<file path="src/rtl/midi_uart_note_tracker.sv">
// Serial MIDI input to held-key bitmap: UART receiver, note-on/off parser with
// running status and channel filter, plus registered popcount/sole-key summary.
module midi_uart_note_tracker #(
  parameter int          CLK_HZ       = 100_000_000,
  parameter int          BAUD         = 31_250,
  parameter int          NUM_KEYS     = 88,
  parameter int          KEY_BASE     = 21,
  parameter logic [15:0] CHANNEL_MASK = 16'hFFFF
) (
  input  logic                          clk_100mhz,
  input  logic                          reset,
  input  logic                          rx_in,
  output logic [7:0]                    byte_out,
  output logic                          byte_valid,
  output logic                          framing_err,
  output logic                          event_valid,
  output logic [6:0]                    event_note,
  output logic                          event_on,
  output logic [NUM_KEYS-1:0]           notes_held,
  output logic [$clog2(NUM_KEYS+1)-1:0] held_count,
  output logic [6:0]                    single_note
);

  localparam int BIT_CYCLES = CLK_HZ / BAUD;
  localparam int HALF_BIT   = BIT_CYCLES / 2;
  localparam int CNTW       = $clog2(BIT_CYCLES + 1);
  localparam int CW         = $clog2(NUM_KEYS + 1);

  typedef enum logic [2:0] {U_IDLE, U_START, U_DATA, U_STOP, U_WAIT_HIGH} uart_state_t;
  typedef enum logic [1:0] {WAIT_STATUS, WAIT_NOTE, WAIT_VEL} parse_state_t;

  logic rx_meta, rx_s;

  always_ff @(posedge clk_100mhz) begin
    if (reset) begin
      rx_meta <= 1'b1;
      rx_s    <= 1'b1;
    end else begin
      rx_meta <= rx_in;
      rx_s    <= rx_meta;
    end
  end

  uart_state_t     u_state, u_next;
  logic [CNTW-1:0] cnt, cnt_next;
  logic [7:0]      shift, shift_next;
  logic [2:0]      bit_idx, bit_idx_next;
  logic [7:0]      byte_next;
  logic            bv_next, fe_next;

  // Bit timer counts down to zero; each zero is a sampling point.
  always_comb begin
    u_next       = u_state;
    cnt_next     = cnt;
    shift_next   = shift;
    bit_idx_next = bit_idx;
    byte_next    = byte_out;
    bv_next      = 1'b0;
    fe_next      = 1'b0;
    case (u_state)
      U_IDLE: begin
        if (!rx_s) begin
          u_next   = U_START;
          cnt_next = CNTW'(HALF_BIT - 1);
        end
      end
      U_START: begin
        if (cnt == '0) begin
          if (!rx_s) begin
            u_next       = U_DATA;
            cnt_next     = CNTW'(BIT_CYCLES - 1);
            bit_idx_next = 3'd0;
          end else begin
            u_next = U_IDLE;
          end
        end else begin
          cnt_next = cnt - CNTW'(1);
        end
      end
      U_DATA: begin
        if (cnt == '0) begin
          shift_next = {rx_s, shift[7:1]};
          cnt_next   = CNTW'(BIT_CYCLES - 1);
          if (bit_idx == 3'd7) u_next = U_STOP;
          else bit_idx_next = bit_idx + 3'd1;
        end else begin
          cnt_next = cnt - CNTW'(1);
        end
      end
      U_STOP: begin
        if (cnt == '0) begin
          if (rx_s) begin
            byte_next = shift;
            bv_next   = 1'b1;
            u_next    = U_IDLE;
          end else begin
            fe_next = 1'b1;
            u_next  = U_WAIT_HIGH;
          end
        end else begin
          cnt_next = cnt - CNTW'(1);
        end
      end
      U_WAIT_HIGH: if (rx_s) u_next = U_IDLE;
      default: u_next = U_IDLE;
    endcase
  end

  always_ff @(posedge clk_100mhz) begin
    if (reset) begin
      u_state     <= U_IDLE;
      cnt         <= '0;
      shift       <= '0;
      bit_idx     <= '0;
      byte_out    <= '0;
      byte_valid  <= 1'b0;
      framing_err <= 1'b0;
    end else begin
      u_state     <= u_next;
      cnt         <= cnt_next;
      shift       <= shift_next;
      bit_idx     <= bit_idx_next;
      byte_out    <= byte_next;
      byte_valid  <= bv_next;
      framing_err <= fe_next;
    end
  end

  parse_state_t        p_state, p_next;
  logic                rs_valid, rs_valid_next, rs_on, rs_on_next;
  logic [6:0]          note_q, note_next;
  logic                ev_valid_next, ev_on_next, on_c, in_range;
  logic [6:0]          ev_note_next, idx_c;
  logic [NUM_KEYS-1:0] held_next;
  int                  note_i, idx_i;

  always_comb begin
    p_next        = p_state;
    rs_valid_next = rs_valid;
    rs_on_next    = rs_on;
    note_next     = note_q;
    ev_valid_next = 1'b0;
    ev_note_next  = event_note;
    ev_on_next    = event_on;
    held_next     = notes_held;
    note_i        = {25'd0, note_q};
    idx_i         = note_i - KEY_BASE;
    in_range      = (idx_i >= 0) && (idx_i < NUM_KEYS);
    idx_c         = idx_i[6:0];
    on_c          = rs_on && (byte_out[6:0] != 7'd0);
    if (byte_valid && byte_out < 8'hF8) begin
      if (byte_out[7]) begin
        if (byte_out[7:5] == 3'b100 && CHANNEL_MASK[byte_out[3:0]]) begin
          rs_valid_next = 1'b1;
          rs_on_next    = byte_out[4];
          p_next        = WAIT_NOTE;
        end else begin
          rs_valid_next = 1'b0;
          p_next        = WAIT_STATUS;
        end
      end else begin
        case (p_state)
          WAIT_STATUS: begin
            if (rs_valid) begin
              note_next = byte_out[6:0];
              p_next    = WAIT_VEL;
            end
          end
          WAIT_NOTE: begin
            note_next = byte_out[6:0];
            p_next    = WAIT_VEL;
          end
          WAIT_VEL: begin
            p_next = WAIT_NOTE;
            if (in_range) begin
              ev_valid_next = 1'b1;
              ev_note_next  = idx_c;
              ev_on_next    = on_c;
              for (int i = 0; i < NUM_KEYS; i++)
                if (idx_c == 7'(i)) held_next[i] = on_c;
            end
          end
          default: p_next = WAIT_STATUS;
        endcase
      end
    end
  end

  always_ff @(posedge clk_100mhz) begin
    if (reset) begin
      p_state     <= WAIT_STATUS;
      rs_valid    <= 1'b0;
      rs_on       <= 1'b0;
      note_q      <= '0;
      event_valid <= 1'b0;
      event_note  <= '0;
      event_on    <= 1'b0;
      notes_held  <= '0;
    end else begin
      p_state     <= p_next;
      rs_valid    <= rs_valid_next;
      rs_on       <= rs_on_next;
      note_q      <= note_next;
      event_valid <= ev_valid_next;
      event_note  <= ev_note_next;
      event_on    <= ev_on_next;
      notes_held  <= held_next;
    end
  end

  logic [CW-1:0] count_c;
  logic [6:0]    last_c, single_c;

  always_comb begin
    count_c = '0;
    last_c  = 7'd0;
    for (int i = 0; i < NUM_KEYS; i++) begin
      if (notes_held[i]) begin
        count_c = count_c + CW'(1);
        last_c  = 7'(i);
      end
    end
    if (count_c == '0)          single_c = 7'h7F;
    else if (count_c == CW'(1)) single_c = last_c;
    else                        single_c = 7'h7E;
  end

  always_ff @(posedge clk_100mhz) begin
    if (reset) begin
      held_count  <= '0;
      single_note <= 7'h7F;
    end else begin
      held_count  <= count_c;
      single_note <= single_c;
    end
  end

endmodule
</file>
<file path="config.mk">
export PLATFORM = sky130hd
export DESIGN_NAME = midi_uart_note_tracker
export DESIGN_NICKNAME = d
export VERILOG_FILES = /design/src/rtl/midi_uart_note_tracker.sv
export SDC_FILE = /design/constraint.sdc
export NUM_CORES = 1
export LEC_CHECK = 0
export ABC_CLOCK_PERIOD_IN_PS = 80700
export CORE_ASPECT_RATIO = 1.4
export CORE_MARGIN = 4
export CORE_UTILIZATION = 55
export DETAILED_ROUTE_END_ITERATION = 10
export GPL_ROUTABILITY_DRIVEN = 0
export PLACE_DENSITY_LB_ADDON = 0.2
export RECOVER_POWER = 25
export SLEW_MARGIN = 25
export SYNTH_ARGS = -nofsm -noshare
export SYNTH_HDL_FRONTEND = slang
export SYNTH_SLANG_ARGS = --single-unit
</file>
<file path="constraint.sdc">
create_clock -name clk_100mhz -period 80.7 [get_ports clk_100mhz]
set_input_delay 16.14 -clock clk_100mhz [delete_from_list [all_inputs] [get_ports clk_100mhz]]
set_output_delay 16.14 -clock clk_100mhz [all_outputs]
set_load 0.005 [all_outputs]
</file>
==> flow_summary_export.csv <==
group,metric,value,unit
power,switchingPower,0.0000422,W
yosys,syn_inst,3466,
yosys,synth-edff-count,0,
yosys,yosysUniqueCellTypes,109,
worst_setup_path,cpMostUsedCell,"ha_1",
cells_and_area,drive_above_1_share,5.11,%
die,io_pins,124,
outcome,outcome,"finished with violations",
worst_setup_path,critPathCaptureType,"register",
worst_setup_path,cpMaxStageDelayCell,"a2111oi_0",
clock_tree,htreeDepth,4,
power,power.internal,0.000130,W
worst_setup_path,crit_path_start_kind,"register",
yosys,post-synth-top-count-cell,"nand2_1",
timing,hold_violations,0,
yosys,synth_fa_ha_area_share,4.97,%
cells_and_area,n_fill_cell,4067,
power,cellPowerDensity,6.49,nW/um2
global_routing,grt_pass1_vias,23300,
power,p_seq_share,46.8,%
routing,drt_iter0_drc,1894,
timing,max_freq,0.0204,GHz
yosys,synth_compound_area_share,20.3,%
clock_tree,cts_root_buffer,"clkbuf_16",
die,row_count,91,
clock_tree,ctsHoldBuffers,0,
run,drv_cap,2,
place,dpl_worst_slack,32000,ps
global_routing,grt_pass1_wl,113000,um
clock_tree,clock_path_buffers,2,
cells_and_area,nets,3532,
timing,setup_slack,31570,ps
clock_tree,post-cts-setup-buffers,0,
place,dp_hpwl,54200,um
die,initial_utilization,55.7,%
clock_tree,path_clk_slew,70,ps
cells_and_area,seq_area,3200,um2
yosys,synth_top_family_by_area,"simple AND/OR/NAND/NOR gates",
clock_tree,cts_tree,"built",
yosys,synth_xor_area_share,26.1,%
die,chipHeight,258,um
clock_tree,clk_latency,430,ps
die,die_area,48200,um2
outcome,violations,"capacitance limit, slew limit",
yosys,synthSimpleGateAreaFrac,27.3,%
worst_setup_path,arrival,49400,ps
timing,layout_min_cycle_time,49130,ps
timing,slew_headroom,-201,%
worst_setup_path,critPathMaxStageDelay,630,ps
routing,drt-pass1-iter-count,9,
worst_setup_path,r2r_start,"notes_held[1]",
yosys,synth_top_area_share,13.0,%
yosys,async_reset_ff_share,0,%
power,combPwrFrac,4.2,%
routing,ant_nets,0,
power,ir_worst_vdd,10.6,uV
yosys,synth_top_area_cell,"dfxtp_1",
worst_hold_path,min_path_type,"register to register",
timing,tns,0,ps
power,p_clk_share,48.9,%
yosys,synth_seq_area_share,13.0,%
die,die_w,187,um
timing,worst_pin_slew,4520,ps
cells_and_area,fin_cells,4003,
cells_and_area,multiInputGateArea,20300,um2
routing,avgRoutedWirePerCell,17.3,um
worst_hold_path,hp-start,"rx_meta",
place,io_buffers,123,
yosys,syn_area,24600,um2
timing,slew_viol_final,158,
power,switching_share,24.5,%
timing,hold_ws,414,ps
cells_and_area,area_delta_synth_final,7.85,%
timing,setup_violations,0,
yosys,ys.flop_type,"dfxtp_1",
routing,drt-total-wl,69400,um
clock_tree,cts_buffers,17,
clock_tree,numClockSinks,160,
yosys,synthMuxAreaShare,3.48,%
yosys,synth_area_leaders,"dfxtp_1 (13%), xnor2_1 (13%), nand2_1 (7.9%)",
place,place_inst,3971,
die,core_region_area,44200,um2
timing,skew,12.4,ps
global_routing,antenna_found_initial,0,
yosys,synth_nets,3566,
worst_setup_path,worstPathRequired,80970,ps
yosys,ys_ff_latch,160,
cells_and_area,antenna_cells,0,
power,p_leak,10.2,nW
yosys,synth_common_cells,"nand2_1 (519), xnor2_1 (357), nor2_1 (315)",
routing,remaining_drc_errors,0,
worst_setup_path,critPathLaunch,"notes_held[1]",
global_routing,track_usage,27.2,%
global_routing,grt_max_degree,106,
clock_tree,cts_resized,0,
global_routing,globalRoute.totalOverflow,0,
worst_setup_path,worstPathMaxFanout,8,
yosys,synth.avg_cell_area,7.10,um2
timing,rsz0062_at_grt,"no",
yosys,yosysWarnings,0,
timing,period_share,60.9,%
routing,via_count,24500,
worst_setup_path,path_class,"register to register",
routing,avgViaCountPerCell,6.11,
## power groups by stage
stage | clock [W] | sequential [W] | combinational (W)
2_1_floorplan | 0 | 0.0000822 | 0.00000595
3_3_place_gp | 0 | 0.0000824 | 0.00000697
3_5_place_dp | 0 | 0.0000824 | 0.00000708
4_1_cts | 0.0000849 | 0.0000806 | 0.00000721
5_1_grt | 0.0000884 | 0.0000807 | 0.00000831
6_report | 0.0000843 | 0.0000807 | 0.00000727
## through the flow
stage / area [um2] / power (W) / utilization, %
after detailed placement: 25900 / 0.0000895 / 58.7
after floorplan: 24600 / 0.0000881 / -
final: 26500 / 0.000172 / 60.1
after global placement: 25900 / 0.0000894 / 58.6
after CTS: 26500 / 0.000173 / 60.1
after global routing: 26500 / 0.000177 / 60.1
## path summary, 6_finish.rpt
check | endpoint | slack (ps) | depth (start not counted)
worst max-delay path | single_note[4] | 31570 | 254
worst max register to register | single_note[4] | 31570 | 254
worst min-delay path | rx_s | 410 | 1
worst min register to register | rx_s | 410 | 1
## layer usage
metal / track usage, % / share of wire, % / up-vias
met3: 2.78 / 4.9 / 134
li1: - / - / 12100
met2: 51.5 / 52 / 661
met4: 8.80 / 3.0 / 0
met5: 0 / 0 / -
met1: 32.0 / 41 / 11500
## critical path, delay by kind of cell, from the launching register on
family	cells	cell delay [ps]
AO/OA/AOI/OAI	78	15340
XOR/XNOR	42	7750
adder cells (fa/ha/maj)	42	12250
buffers and inverters	5	400
flip-flops	1	420
multiplexers	20	3990
AND/OR/NAND/NOR	67	8770
## layout by cell type (no fill, tap or decap), types with 33 or more instances in the layout
cell / n
nand2b_1: 33
nor2_1: 314
a31oi_1: 42
o21ai_0: 151
dfxtp_1: 160
a21oi_1: 243
clkdlybuf4s50_1: 122
nor3_1: 92
mux2i_1: 64
nand3_1: 163
xor2_1: 167
nand2_1: 519
nand4_1: 43
ha_1: 97
and3_1: 57
xnor2_1: 356
inv_1: 122
## logic make-up (layout without fill, tap and decap cells)
logic type / Yosys count / in the layout
muxes: 83 / 83
buffers and inverters: 310 / 289
AOI/OAI and AO/OA: 773 / 773
adders and majority gates: 98 / 98
DFF: 160 / 160
xor gates and xnor gates: 614 / 614
and+or+nand+nor: 1428 / 1428
## state kept, by name (all words and copies together) (netlist names)
register	flops
event_note	7
p_state	2
notes_held	88
cnt	12
event_valid	1
bit_idx	3
rx_s	1
byte_out	8
note_q	7
held_count	7
rs_valid	1
shift	8
single_note	7
rx_meta	1
rs_on	1
byte_valid	1
event_on	1
framing_err	1
u_state	3
## cell type report
type	count	share of cell area, %
multi-input combinational	2996	76.3
sequential	160	12.1
timing repair buffer	130	4.87
tap	558	2.63
inverter	127	1.80
clock buffer	18	1.65
clock inverter	14	0.632
Note: power is estimated with default switching activity, not from simulation.
